`src/rtl/instr_pkg.sv`:
```
// -----------------------------------------------------------------------------
// instr_pkg
// Definitions shared by the instruction fetch unit and the control unit:
// instruction/PC widths, opcode constants, the fetch FSM state type and a
// helper that extracts the opcode field of an instruction word.
// Instruction format: iiiidddddd (4-bit opcode, 6-bit operand field).
// -----------------------------------------------------------------------------
package instr_pkg;

    localparam int PC_W      = 8;
    localparam int INSTR_W   = 10;
    localparam int OPCODE_W  = 4;
    localparam int OPERAND_W = INSTR_W - OPCODE_W;

    typedef logic [OPCODE_W-1:0] opcode_t;

    localparam opcode_t OP_ADD   = 4'b0000;
    localparam opcode_t OP_SUB   = 4'b0001;
    localparam opcode_t OP_ADDI  = 4'b0010;
    localparam opcode_t OP_AND   = 4'b0011;
    localparam opcode_t OP_OR    = 4'b0100;
    localparam opcode_t OP_XOR   = 4'b0101;
    localparam opcode_t OP_SHL   = 4'b0110;
    localparam opcode_t OP_SHR   = 4'b0111;
    localparam opcode_t OP_LOAD  = 4'b1000;
    localparam opcode_t OP_JMP   = 4'b1001;
    localparam opcode_t OP_BEQ   = 4'b1010;
    localparam opcode_t OP_BNE   = 4'b1011;
    localparam opcode_t OP_STORE = 4'b1100;
    localparam opcode_t OP_HLT   = 4'b1111;

    typedef enum logic [1:0] {
        IDLE  = 2'd0,
        WAIT  = 2'd1,
        VALID = 2'd2,
        HALT  = 2'd3
    } fetch_state_t;

    function automatic opcode_t opcode_of(input logic [INSTR_W-1:0] word);
        return word[INSTR_W-1 -: OPCODE_W];
    endfunction

endpackage

```
`src/rtl/pc_reg.sv`:
```
// -----------------------------------------------------------------------------
// pc_reg
// Program counter with next-PC selection. When 'advance' is high the PC moves
// to 'target' (jump) or to PC+1, wrapping modulo 2^PC_W; otherwise pc_next
// simply reflects the current PC.
// Ports:
//   clk, rst_n  clock, asynchronous active-low reset (PC clears to 0)
//   advance     update the PC this cycle
//   jump        select 'target' instead of the increment (only with advance)
//   target      jump destination
//   pc          current program counter
//   pc_next     value the PC takes at the next edge (combinational)
// -----------------------------------------------------------------------------
module pc_reg #(
    parameter int PC_W = 8
) (
    input  logic            clk,
    input  logic            rst_n,
    input  logic            advance,
    input  logic            jump,
    input  logic [PC_W-1:0] target,
    output logic [PC_W-1:0] pc,
    output logic [PC_W-1:0] pc_next
);

    // NOTE: every always_comb output gets a default first so no path can
    // leave it unassigned and infer a latch.
    always_comb begin
        pc_next = pc;
        if (advance) begin
            pc_next = jump ? target : pc + PC_W'(1);
        end
    end

    // NOTE: sequential state uses non-blocking assignments only, so every
    // register samples pre-edge values regardless of block ordering.
    always_ff @(posedge clk or negedge rst_n) begin
        if (!rst_n) begin
            pc <= '0;
        end else if (advance) begin
            pc <= pc_next;
        end
    end

endmodule

```
`src/rtl/instr_fetch_unit.sv`:
```
// -----------------------------------------------------------------------------
// instr_fetch_unit
// Instruction-side initiator: holds the PC, reads the synchronous program
// memory (one-cycle read latency) and presents each instruction word to the
// control unit over a valid/ready handshake. A jump request (load_PC /
// pc_value) is taken only in the cycle the instruction is accepted. Accepting
// an HLT word stops fetching until reset.
//
// Optional build macro INSTR_FETCH_SINGLE_STEP_EN adds a 'step' input: leaving
// IDLE then needs run && step, and every accepted instruction returns to IDLE.
//
// Ports:
//   clk, rst_n   clock, asynchronous active-low reset
//   run          level enable for fetching
//   step         (single-step build only) one-cycle advance pulse
//   imem_addr    program memory address (pc_next while strobing, else held)
//   imem_rd_en   read strobe; data arrives on imem_rdata one cycle later
//   imem_rdata   program memory read data
//   instr        instruction presented to the control unit
//   instr_valid  instr is valid
//   instr_ready  control unit accepts instr this cycle
//   load_PC      jump request, sampled in the accept cycle
//   pc_value     jump target
//   pc           address of the instruction held in instr
//   halt         HLT retired; fetching stopped
// -----------------------------------------------------------------------------
module instr_fetch_unit #(
    parameter int PC_W    = 8,
    parameter int INSTR_W = 10
) (
    input  logic               clk,
    input  logic               rst_n,
    input  logic               run,
`ifdef INSTR_FETCH_SINGLE_STEP_EN
    input  logic               step,
`endif
    output logic [PC_W-1:0]    imem_addr,
    output logic               imem_rd_en,
    input  logic [INSTR_W-1:0] imem_rdata,
    output logic [INSTR_W-1:0] instr,
    output logic               instr_valid,
    input  logic               instr_ready,
    input  logic               load_PC,
    input  logic [PC_W-1:0]    pc_value,
    output logic [PC_W-1:0]    pc,
    output logic               halt
);

    import instr_pkg::*;

    fetch_state_t    state;
    logic [PC_W-1:0] pc_next;
    logic [PC_W-1:0] last_addr;
    logic            accept;
    logic            hlt_word;
    logic            start;
    logic            chain;

    assign accept   = (state == VALID) && instr_ready;
    assign hlt_word = (opcode_of(instr) == OP_HLT);

`ifdef INSTR_FETCH_SINGLE_STEP_EN
    assign start = run && step;
    assign chain = 1'b0;
`else
    assign start = run;
    assign chain = run;
`endif

    // An HLT word never jumps: load_PC is ignored when it is accepted.
    pc_reg #(.PC_W(PC_W)) u_pc_reg (
        .clk     (clk),
        .rst_n   (rst_n),
        .advance (accept),
        .jump    (load_PC && !hlt_word),
        .target  (pc_value),
        .pc      (pc),
        .pc_next (pc_next)
    );

    // The strobe is combinational so the next read leaves in the accept cycle
    // itself. Gating with rst_n keeps it low while reset is held even though
    // IDLE with run=1 would otherwise request a read.
    assign imem_rd_en = rst_n && (((state == IDLE) && start) ||
                                  (accept && !hlt_word && chain));
    assign imem_addr  = imem_rd_en ? pc_next : last_addr;

    always_ff @(posedge clk or negedge rst_n) begin
        if (!rst_n) begin
            state       <= IDLE;
            instr       <= '0;
            instr_valid <= 1'b0;
            halt        <= 1'b0;
            last_addr   <= '0;
        end else begin
            if (imem_rd_en) begin
                last_addr <= pc_next;
            end
            unique case (state)
                IDLE: begin
                    if (start) begin
                        state <= WAIT;
                    end
                end
                WAIT: begin
                    instr       <= imem_rdata;
                    instr_valid <= 1'b1;
                    state       <= VALID;
                end
                VALID: begin
                    if (instr_ready) begin
                        instr_valid <= 1'b0;
                        if (hlt_word) begin
                            state <= HALT;
                            halt  <= 1'b1;
                        end else if (chain) begin
                            state <= WAIT;
                        end else begin
                            state <= IDLE;
                        end
                    end
                end
                HALT: begin
                    state <= HALT;
                end
                default: begin
                    state <= IDLE;
                end
            endcase
        end
    end

endmodule

```
`config.mk`:
```
export PLATFORM = sky130hd
export DESIGN_NAME = instr_fetch_unit
export DESIGN_NICKNAME = d
export VERILOG_FILES = /design/src/rtl/instr_pkg.sv /design/src/rtl/pc_reg.sv /design/src/rtl/instr_fetch_unit.sv
export SDC_FILE = /design/constraint.sdc
export NUM_CORES = 1
export LEC_CHECK = 0
export CAP_MARGIN = 20
export CORE_MARGIN = 1
export CORE_UTILIZATION = 62
export CTS_CLUSTER_DIAMETER = 60
export DETAILED_ROUTE_END_ITERATION = 16
export DONT_BUFFER_PORTS = 1
export GPL_TIMING_DRIVEN = 0
export PLACE_DENSITY = 0.75
export SETUP_SLACK_MARGIN = 0.5
export SLEW_MARGIN = 40
export SYNTH_ARGS = -nofsm -noshare
export SYNTH_HDL_FRONTEND = slang
export SYNTH_SLANG_ARGS = --single-unit
```
`constraint.sdc`:
```
create_clock -name clk -period 2.1 [get_ports clk]
set_input_delay 0.525 -clock clk [delete_from_list [all_inputs] [get_ports clk]]
set_output_delay 0.525 -clock clk [all_outputs]
set_load 0.02 [all_outputs]
```
==> out/metrics.csv <==
stage,metric,value,unit
cells_and_area,# diodes,0,
synthesis,post-synthesis sequential area ratio,0.476,
synthesis,mux cell area share after synthesis,0.116,
timing,Final setup viols,8,
pwr,combinational share of power,0.436,
run_status,failing checks,negative setup slack,
grt,"Remaining Overflow, GRT",0,
cells_and_area,"most common cell after layout, fill and taps aside",dfrtp_1,
placement,placed cell count,161,
timing,Clock Skews,0.00343,ns
drt,Vias/cell,6.90,
timing,RSZ-0062 raised after global routing,yes,
timing,worst-margin pin slew,0.391,ns
timing,minimum clock period,2.42,ns
synthesis,Post-synth EDFFs,0,
floorplan,I/O pins,52,
pwr,switching share of power,0.472,
grt,largest net degree at the start of global routing,31,
clock_tree,clock-pin slew on the worst setup and hold paths,0.09,ns
drt,Detailed Route Iter0 Violations,35,
critical_path,Setup CP Type,reg2out,
pwr,leak pwr,0.795,nW
run_status,status,"complete, but fails checks",
cells_and_area,fin cells,182,
floorplan,Row Count,17,
synthesis,synthesized area per cell,11.9,um^2
floorplan,Die ar.,2750,um^2
pwr,Pint,1.66,mW
placement,GP Congestion,0.838,
cells_and_area,max FFs per register,10,
cells_and_area,Layout Nets,177,
pwr,Net Switching,1.48,mW
synthesis,Synth Instances,133,
drt,final WL,4130,um
synthesis,Synth Area in Compound Gates,0.176,
cells_and_area,Layout area overhead,24.1,%
drt,DRC errors left,0,
timing,final hold slack,0.336,ns
synthesis,"area leader, netlist",dfrtp_1,
min_path,Hold Path Class,in2reg,
timing,crit share post-route,1.15,
synthesis,yosys warns,0,
critical_path,Worst Setup End Kind,output pin,
synthesis,top cell type's share of synthesized area,0.476,
pwr,pwr dens,1600,nW/um^2
grt,Tot GR Track Use,0.330,
synthesis,"top cells by area, synth","dfrtp_1, mux2_2, mux2_4, a21oi_1, nor2_1",
clock_tree,CTS Root Buffer Type,clkbuf_4,
synthesis,Adder-Cell Fraction of Synth Area,0.00794,
synthesis,Syn Std Cell Area,1580,um^2
grt,global-route wire length before repair,6250,um
clock_tree,clk_lat worst skew,0.34,ns
pwr,Clk pwr share,0.103,
floorplan,die height,52.4,um
floorplan,DIE WIDTH,52.4,um
clock_tree,CTS Sinks,30,
synthesis,post-synthesis net count,157,
clock_tree,CTS Buf Count,5,
timing,fin. max-slew vios,0,
clock_tree,CTS tree,done,
synthesis,xor/xnor share of the synthesized area,0,
critical_path,Critical Path Fanout Max,7,
floorplan,Core ar.,2300,um^2
timing,final hold violation count,0,
grt,initial antenna violation count,0,
critical_path,CP arrival,1.90,ns
pwr,worst vdd ir,0.00125,V
drt,Post-DRT Antenna Nets,0,
grt,vias in the first global route,1294,
timing,Fmax achieved,413,MHz
clock_tree,clock buffer depth,2,
timing,Slew headroom,0.739,
synthesis,Yosys reg bits,30,
synthesis,largest family of logic cells by synthesized area,compound AO/OA/AOI/OAI gates,
critical_path,crit start category,flop,
critical_path,worst path required time,1.57,ns
floorplan,Initial Util,0.686,
placement,DP Area,1690,um^2
placement,hpwl dp,2420,um
cells_and_area,Post-Layout Inst Area,1960,um^2
placement,IO Port Bufs,0,
synthesis,asr flop ratio synth,1.00,
run,max cap viols,0,
timing,final setup margin,-0.321,ns
drt,Pre-Repair DR Iteration Count,4,
clock_tree,H-tree levels,2,
cells_and_area,layout cell share with drive strength beyond 1,0.552,
drt,average wire per standard cell,22.7,um
drt,Vias,1255,
synthesis,Post-synth top flop,dfrtp_1,
pwr,Flop pwr share,0.461,
synthesis,Synth cell types,51,
synthesis,Simple-Gate Fraction of Synth Area,0.168,
cells_and_area,most frequent cells in the layout,"dfrtp_1, mux2_2, dfrtp_2, buf_4, a21oi_1",
## path summary, 6_finish.rpt
path | startpoint | depth (start not counted) | slack [ns] | endpoint
hold / removal | imem_rdata[1] | 1 | 0.34 | instr[1]$_DFFE_PN0P_
setup reg to reg | instr[7]$_DFFE_PN0P_ | 4 | 0.42 | last_addr[0]$_DFF_PN0_
setup / recovery | instr[7]$_DFFE_PN0P_ | 4 | -0.32 | imem_addr[3]
max in group asynchronous | rst_n | 2 | 1.27 | u_pc_reg.pc[0]$_DFFE_PN0N_
min in group asynchronous | rst_n | 2 | 0.65 | last_addr[2]$_DFF_PN0_
hold reg to reg | last_addr[3]$_DFF_PN0_ | 1 | 0.56 | last_addr[3]$_DFF_PN0_
## Yosys cell counts (2+ instances only)
library cell	instances
nand3b_2	2
nand2_1	7
o21ai_0	4
dfrtp_1	30
buf_2	2
buf_6	3
inv_1	6
a21oi_1	10
nand3_1	3
nand4_1	2
nand4bb_1	2
a2111oi_0	2
mux2_4	4
mux2_2	10
a31oi_1	2
nor2_1	9
## stage by stage
step	power, mW	TNS (ns)	setup WS [ns]	util
5_1_grt	3.32	-3.10	-0.401	0.852
4_1_cts	2.97	-2.61	-0.336	0.798
3_3_place_gp	2.46	-0.114	-0.0256	0.734
3_5_place_dp	2.53	-0.225	-0.0446	0.734
2_1_floorplan	2.31	0	0.0736	-
6_report	3.14	-2.42	-0.321	0.852
## repair_timing
item / 4_1_cts / 5_1_grt
hold endpoints to repair: 30 / 0
buffers inserted: 4 / 7
pin swaps: 10 / 12
hold buffers: 2 / 0
resized for setup: 12 / 12
setup endpoints to repair: 18 / 19
cloned: 0 / 0
## routing by layer
metal | up-vias | global-route usage | share of wire | wire length [um]
li1 | 542 | - | - | -
met1 | 620 | 0.392 | 0.38 | 1560
met2 | 77 | 0.492 | 0.50 | 2070
met3 | 16 | 0.159 | 0.083 | 341
met4 | 0 | 0.167 | 0.039 | 161
met5 | - | 0 | 0 | 0
## area by class of cell
type | count | area (um^2)
flip-flops and latches | 30 | 763
fillers | 116 | 340
plain buffers | 6 | 58.8
repair buffers | 13 | 125
clock inverters | 2 | 10.0
multi-input cells | 90 | 895
inverters | 7 | 28.8
clock buffers | 6 | 41.3
well taps | 28 | 35.0
## logic make-up after synthesis
kind of cell / after synthesis
and+or+nand+nor: 38
DFF: 30
buffers and inverters: 13
muxes: 15
adders and majority gates: 1
AOI/OAI and AO/OA: 36
## critical path, cell delays in order (launching register included)
cell,delay (ns)
dfrtp_2,0.47
nand4_4,0.20
a21oi_4,0.36
inv_4,0.15
mux2_4,0.37
## power groups by stage
| stage | clock network, mW | registers [mW] | logic (mW) |
|---|---|---|---|
| after floorplan | 0 | 1.35 | 0.958 |
| after global placement | 0 | 1.41 | 1.06 |
| after detailed placement | 0 | 1.43 | 1.10 |
| after CTS | 0.335 | 1.43 | 1.20 |
| after global routing | 0.358 | 1.49 | 1.47 |
| final | 0.323 | 1.45 | 1.37 |
(Power assumes the default switching activity.)
